--- src/rtl/booth_divider.sv ---
// Sequential signed 16/8 divider: restoring division on magnitudes over 16 cycles,
// then a single sign-correction cycle that also flags quotient overflow.
module booth_divider (
    input  logic        clk,
    input  logic        rst,
    input  logic        start,
    input  logic [15:0] p,
    input  logic [7:0]  y,
    output logic        busy,
    output logic        done,
    output logic [7:0]  q,
    output logic [7:0]  r,
    output logic        ovf,
    output logic        dz
);

    localparam int unsigned PW = 16;
    localparam int unsigned YW = 8;
    localparam int unsigned CW = 4;

    localparam logic [1:0] S_IDLE = 2'd0;
    localparam logic [1:0] S_CALC = 2'd1;
    localparam logic [1:0] S_FIX  = 2'd2;

    logic [1:0]    state_q, state_d;
    logic [CW-1:0] cnt_q, cnt_d;
    logic [PW-1:0] dvd_q, dvd_d;
    logic [YW-1:0] dvs_q, dvs_d;
    logic [YW-1:0] rem_q, rem_d;
    logic          sq_q, sq_d;
    logic          sr_q, sr_d;
    logic          busy_q, busy_d;
    logic          done_q, done_d;
    logic [YW-1:0] q_q, q_d;
    logic [YW-1:0] r_q, r_d;
    logic          ovf_q, ovf_d;
    logic          dz_q, dz_d;

    logic [YW:0]   shifted;
    logic [PW-1:0] q_signed;

    // Next-state and datapath update
    always_comb begin
        state_d  = state_q;
        cnt_d    = cnt_q;
        dvd_d    = dvd_q;
        dvs_d    = dvs_q;
        rem_d    = rem_q;
        sq_d     = sq_q;
        sr_d     = sr_q;
        busy_d   = busy_q;
        done_d   = 1'b0;
        q_d      = q_q;
        r_d      = r_q;
        ovf_d    = ovf_q;
        dz_d     = dz_q;
        shifted  = {rem_q, dvd_q[PW-1]};
        q_signed = sq_q ? PW'(~dvd_q + 16'd1) : dvd_q;

        case (state_q)
            S_IDLE: begin
                if (start) begin
                    if (y == '0) begin
                        q_d    = '0;
                        r_d    = '0;
                        ovf_d  = 1'b0;
                        dz_d   = 1'b1;
                        done_d = 1'b1;
                    end else begin
                        sq_d    = p[PW-1] ^ y[YW-1];
                        sr_d    = p[PW-1];
                        dvd_d   = p[PW-1] ? PW'(~p + 16'd1) : p;
                        dvs_d   = y[YW-1] ? YW'(~y + 8'd1) : y;
                        rem_d   = '0;
                        cnt_d   = '0;
                        busy_d  = 1'b1;
                        state_d = S_CALC;
                    end
                end
            end
            S_CALC: begin
                // Trial subtract; the remainder always fits in 8 bits since it stays below |y|
                if (shifted >= {1'b0, dvs_q}) begin
                    rem_d = YW'(shifted - {1'b0, dvs_q});
                    dvd_d = {dvd_q[PW-2:0], 1'b1};
                end else begin
                    rem_d = shifted[YW-1:0];
                    dvd_d = {dvd_q[PW-2:0], 1'b0};
                end
                cnt_d = CW'(cnt_q + 4'd1);
                if (cnt_q == 4'd15) begin
                    state_d = S_FIX;
                end
            end
            S_FIX: begin
                ovf_d   = sq_q ? (dvd_q > 16'd128) : (dvd_q > 16'd127);
                q_d     = q_signed[YW-1:0];
                r_d     = sr_q ? YW'(~rem_q + 8'd1) : rem_q;
                dz_d    = 1'b0;
                done_d  = 1'b1;
                busy_d  = 1'b0;
                state_d = S_IDLE;
            end
            default: begin
                state_d = S_IDLE;
                busy_d  = 1'b0;
            end
        endcase
    end

    always_ff @(posedge clk) begin
        if (rst) begin
            state_q <= S_IDLE;
            cnt_q   <= '0;
            dvd_q   <= '0;
            dvs_q   <= '0;
            rem_q   <= '0;
            sq_q    <= 1'b0;
            sr_q    <= 1'b0;
            busy_q  <= 1'b0;
            done_q  <= 1'b0;
            q_q     <= '0;
            r_q     <= '0;
            ovf_q   <= 1'b0;
            dz_q    <= 1'b0;
        end else begin
            state_q <= state_d;
            cnt_q   <= cnt_d;
            dvd_q   <= dvd_d;
            dvs_q   <= dvs_d;
            rem_q   <= rem_d;
            sq_q    <= sq_d;
            sr_q    <= sr_d;
            busy_q  <= busy_d;
            done_q  <= done_d;
            q_q     <= q_d;
            r_q     <= r_d;
            ovf_q   <= ovf_d;
            dz_q    <= dz_d;
        end
    end

    assign busy = busy_q;
    assign done = done_q;
    assign q    = q_q;
    assign r    = r_q;
    assign ovf  = ovf_q;
    assign dz   = dz_q;

endmodule
--- config.mk ---
export PLATFORM = sky130hd
export DESIGN_NAME = booth_divider
export DESIGN_NICKNAME = d
export VERILOG_FILES = /design/src/rtl/booth_divider.sv
export SDC_FILE = /design/constraint.sdc
export NUM_CORES = 1
export LEC_CHECK = 0
export BUFFER_PORTS_ARGS = -buffer_cell sky130_fd_sc_hd__buf_2
export CAP_MARGIN = 20
export CORE_MARGIN = 2
export CORE_UTILIZATION = 50
export DETAILED_ROUTE_END_ITERATION = 10
export PLACE_DENSITY = 0.71
export SKIP_LAST_GASP = 1
export SLEW_MARGIN = 20
export SYNTH_ARGS = -nofsm -noshare
export SYNTH_HDL_FRONTEND = slang
export SYNTH_SLANG_ARGS = --single-unit
--- constraint.sdc ---
create_clock -name clk -period 2.19 [get_ports clk]
set_input_delay 0.1095 -clock clk [delete_from_list [all_inputs] [get_ports clk]]
set_output_delay 0.1095 -clock clk [all_outputs]
set_load 0.01 [all_outputs]
# Word level (Yosys, flattened, before mapping)
# Index checks and enable logic that the tools add are counted.
[word_totals]
regBits = 60
wordCells = 81
[classes]
addsub = 6
n_lt_le_gt_ge = 3
eq_ne = 7
n_mux = 36
bitwise = 7
reduce_logical = 9
[op_table]
columns = ["cell", "n"]
rows = [
  ["$mux 8", 8],
  ["$mux 16", 3],
  ["$pmux 8 s2", 3],
  ["$pmux 16 s2", 1],
  ["$add 8x1->8 const B", 3],
  ["$not 8->8", 3],
  ["$add 16x1->16 const B", 1],
  ["$gt 16x7->1 const B", 1],
  ["$gt 16x8->1 const B", 1],
  ["$not 16->16", 1],
  ["$reduce_and 3->1", 5],
  ["$mux 1", 10],
  ["$ge 9x8->1", 1],
  ["$logic_not 8->1", 1],
  ["$mux 4", 2],
  ["$ne 2x2->1 const B", 4],
  ["$pmux 1 s2", 4],
  ["$pmux 4 s2", 1],
  ["$sub 8x8->8", 1],
  ["$mux 2", 3],
  ["$add 4x1->4 const B", 1],
  ["$eq 4x4->1 const B", 1],
  ["$pmux 2 s2", 1],
  ["$reduce_bool 2->1", 2],
  ["5 further kinds", 6],
]

# Depth between registers and ports, before layout
[depth]
word_depth = 6
depth_mapped = 10
depth_no_buf = 10

# Worst setup path after synthesis
# Ideal clock, no wire load.
[synth_timing]
path_type = "reg-to-reg"
start = "register rem_q[2]"
end = "register rem_q[0]"
arrival_time_ps = 1979
slack_ps = 142
stages_incl_launch_ff = 9
path_buffers = 1
synth_period_minus_slack_ps = 2048
cell_sequence = "dfxtp_1 -> ha_1 -> a21o_1 -> a21oi_1 -> a31o_1 -> a31o_1 -> buf_2 -> mux2_1 -> o21ai_1"
[synth_via]
elab_chain_cells = 3
[synth_rtl]
columns = ["element", "line", "text"]
rows = [
  ["from (decl)", "29", "logic [YW-1:0] rem_q, rem_d;"],
  ["from (signal assigned)", "131", "rem_q <= rem_d;"],
  ["$ge 9x8->1", "83", "if (shifted >= {1'b0, dvs_q}) begin"],
  ["$mux 8", "83", ""],
  ["$pmux 8 s2", "60", "case (state_q)"],
]
# No other way between the ends.
# A chain may end at the register's enable or synchronous reset.

# Final worst setup path
[layout_timing]
start = "register dvd_q[15]"
end = "register rem_q[6]"
[layout_via]
elab_chain_cells = 3
word_cells_on_any_way = 4
[layout_rtl]
columns = ["element", "line", "text"]
rows = [
  ["from (decl)", "27", "logic [PW-1:0] dvd_q, dvd_d;"],
  ["from (signal assigned)", "129", "dvd_q <= dvd_d;"],
  ["$sub 8x8->8 / $ge 9x8->1 (equally long branches)", "84, 83", ""],
  ["$mux 8 (*)", "83", ""],
  ["$pmux 8 s2 (*)", "60", ""],
]
# Mark *: on every way between the ends. The rest lies on a longest branch, timed or not.

==> results.json <==
{
  "endpoint_kind": "register",
  "final_cells": 545,
  "drt_drc_violations_left": 0,
  "clockPowerShare_pct": 32.3,
  "total_power_uw": 3010,
  "grt_setup_unrepaired": "no",
  "dp_hpwl_mm": 5.65,
  "detail_route.wl_per_cell_um": 13.9,
  "place.gp.congestion": 0.851,
  "h-tree-depth": 3,
  "fmax_mhz": 490,
  "dp.cells": 529,
  "finalWirelength_mm": 7.56,
  "setup-violations-final": 0,
  "die_area_um2": 7500,
  "critPathRequiredTime_ps": 2460,
  "hold_depth": 3,
  "diodes": 0,
  "drv_slew": 0,
  "cts_tree": "yes",
  "reg2reg_from": "dvd_q[15]$_SDFFE_PP0P_",
  "pre_cts_slack_ps": 93.3,
  "fin_ws_ps": 148,
  "worst_r2r_endpoint": "rem_q[6]$_SDFFE_PP0P_",
  "cts_sinks": 60,
  "viasPerCell": 5.64,
  "grt_max_degree": 31,
  "seq_area_frac_synth_pct": 35.2,
  "crit_fanout": 3,
  "layout_commonest_cell": "dfxtp_1",
  "hold_buffers": 0,
  "synth_seq_cells": 60,
  "ir_drop_uv": 424,
  "p_int_uw": 2100,
  "fin_area_um2": 3940,
  "antenna_found_initial": 0,
  "dieHeight_um": 86.6,
  "worst_pin_slew_ps": 881,
  "swShare_pct": 30.3,
  "synth_edf_count": 0,
  "postRouteAntennaNets": 0,
  "drive_gt1_share_pct": 19.4,
  "hold_start": "y[0]",
  "num_rows": 30,
  "synthCells": 416,
  "grt_pass1_wl_mm": 13.3,
  "status": "completed",
  "slew-limit-headroom_pct": 41.0,
  "die_x_um": 86.6,
  "fp.coreArea_um2": 6680,
  "synthArstFlopShare_pct": 0,
  "period_share_pct": 93.3,
  "start_kind": "register",
  "overflow": 0,
  "initialDrtViolationCount": 127,
  "area_growth_pct": 15.5,
  "crit_type": "register to register",
  "hold_end": "dvs_q[0]$_SDFFE_PP0P_",
  "cts.repair.resized": 0,
  "switchingPower_uw": 913,
  "clock_latency_ps": 340,
  "grt_usage_pct": 22.2,
  "clockBufferDepth": 2,
  "cts_made_buffers": 9,
  "p_per_area_nw_per_um2": 765,
  "hold_violations": 0,
  "postCtsSetupRepairBufs": 0,
  "ys_dominant_reg_cell": "dfxtp_1",
  "start_util_pct": 51.0,
  "leakage_uw": 0.00161,
  "busiest_layer": "met2",
  "io_buffers": 46,
  "fin_nets": 501,
  "cts-root-buf": "clkbuf_8",
  "p_seq_share_pct": 40.8,
  "synth.distinct_cells": 53,
  "clkTransAtPathRegs_ps": 70,
  "yosys_warnings": 0,
  "cp.arrival_ps": 2310,
  "via_count": 3076,
  "skew_ps": 9.73,
  "rrSetupSlack_ps": 150,
  "grtUsageMet2_pct": 35.7,
  "cap_violations": 0,
  "setup_tns_ps": 0,
  "period_needed_ps": 2040,
  "io_pins": 47,
  "synth_nets": 457,
  "dr.pass1.iters": 5,
  "rr_worst_depth": 10,
  "p_comb_share_pct": 26.9,
  "syn_area_um2": 3410,
  "placed_area_um2": 3720,
  "avgSynthCellArea_um2": 8.20,
  "grt_use_met3_pct": 4.57,
  "mostFrequentLayoutCells": "dfxtp_1, nor2_1, buf_2",
  "grt_use_met1_pct": 29.2,
  "grt_pass1_vias": 2897,
  "hold_path_class": "input port to register"
}
-- power by group through the flow --
stage                     sequential [uW]  combinational, uW  clock [uW]
after global routing                 1240                909        1030
after floorplan                      1230                595           0
after CTS                            1230                800         992
final                                1230                810         973
after global placement               1250                778           0
after detailed placement             1250                797           0
-- flip-flops by register name (all words and copies together), names as in the netlist --
name	count
dvs_q	8
r	8
q	8
dz	1
ovf	1
rem_q	8
busy	1
cnt_q	4
state_q	2
sq_q	1
sr_q	1
dvd_q	16
done	1
-- layout make-up --
class,instances,area (um2)
Timing Repair Buffer,55,310
Inverter,19,71.3
Sequential cell,60,1200
Clock inverter,4,48.8
Clock buffer,12,145
Multi-Input combinational cell,315,2060
Fill cell,631,2740
Tap cell,80,100
-- cell families after synthesis --
kind of cell / Yosys count / share of synthesized area, %
AND/OR/NAND/NOR: 142 / 19.3
AO/OA/AOI/OAI: 111 / 22.3
flip-flops: 60 / 35.2
buffers and inverters: 41 / 4.99
XOR/XNOR: 38 / 9.76
adder cells (fa/ha/maj): 14 / 5.36
multiplexers: 10 / 3.01
-- per-stage QoR --
| stage | utilization [%] | hold WS (ps) |
|---|---|---|
| CTS | 58.6 | 48.4 |
| global route | 58.9 | 62.8 |
| global placement | 55.7 | 377 |
| finish | 58.9 | 58.3 |
| floorplan | - | 245 |
| detailed placement | 55.7 | 401 |
-- how the worst max path moves through the flow --
stage | slack, ps | from | cells past startpoint | end
finish | 150 | dvd_q[15]$_SDFFE_PP0P_ | 10 | rem_q[6]$_SDFFE_PP0P_
CTS | 80 | rem_q[0]$_SDFFE_PP0P_ | 7 | rem_q[0]$_SDFFE_PP0P_
global placement | 190 | dvs_q[3]$_SDFFE_PP0P_ | 9 | rem_q[2]$_SDFFE_PP0P_
floorplan | 140 | rem_q[2]$_SDFFE_PP0P_ | 8 | rem_q[0]$_SDFFE_PP0P_
global route | 10 | dvd_q[15]$_SDFFE_PP0P_ | 10 | rem_q[6]$_SDFFE_PP0P_
detailed placement | 90 | rem_q[0]$_SDFFE_PP0P_ | 8 | rem_q[4]$_SDFFE_PP0P_
-- routing by layer --
layer	vias up	part of all wire, %
met3	14	5.7
met2	71	48
met4	0	1.7
li1	1558	-
met1	1433	45
met5	-	0
-- synth_stat cells, types with 8 or more instances --
library cell	count	area, um2
o21ai_1	14	70.1
inv_1	19	71.3
a211oi_1	10	75.1
ha_1	13	163
nor3_1	10	50.1
a22oi_1	17	128
mux2i_1	8	80.1
dfxtp_1	60	1200
xor2_1	13	114
o21ai_0	16	80.1
a21oi_1	19	95.1
nand2_1	42	158
nor2_1	54	203
xnor2_1	25	219
nand2b_1	8	50.1
clkbuf_1	11	41.3
-- critical path: stages (launching register included) --
cell and delay (ps):
dfxtp_1 320, inv_1 80, ha_1 180, inv_1 60, fa_1 390, a211oi_1 280, o21bai_1 110, a21oi_1 180
xnor2_1 140, mux2i_1 90, o21ai_0 150
(Power assumes the default switching activity.)
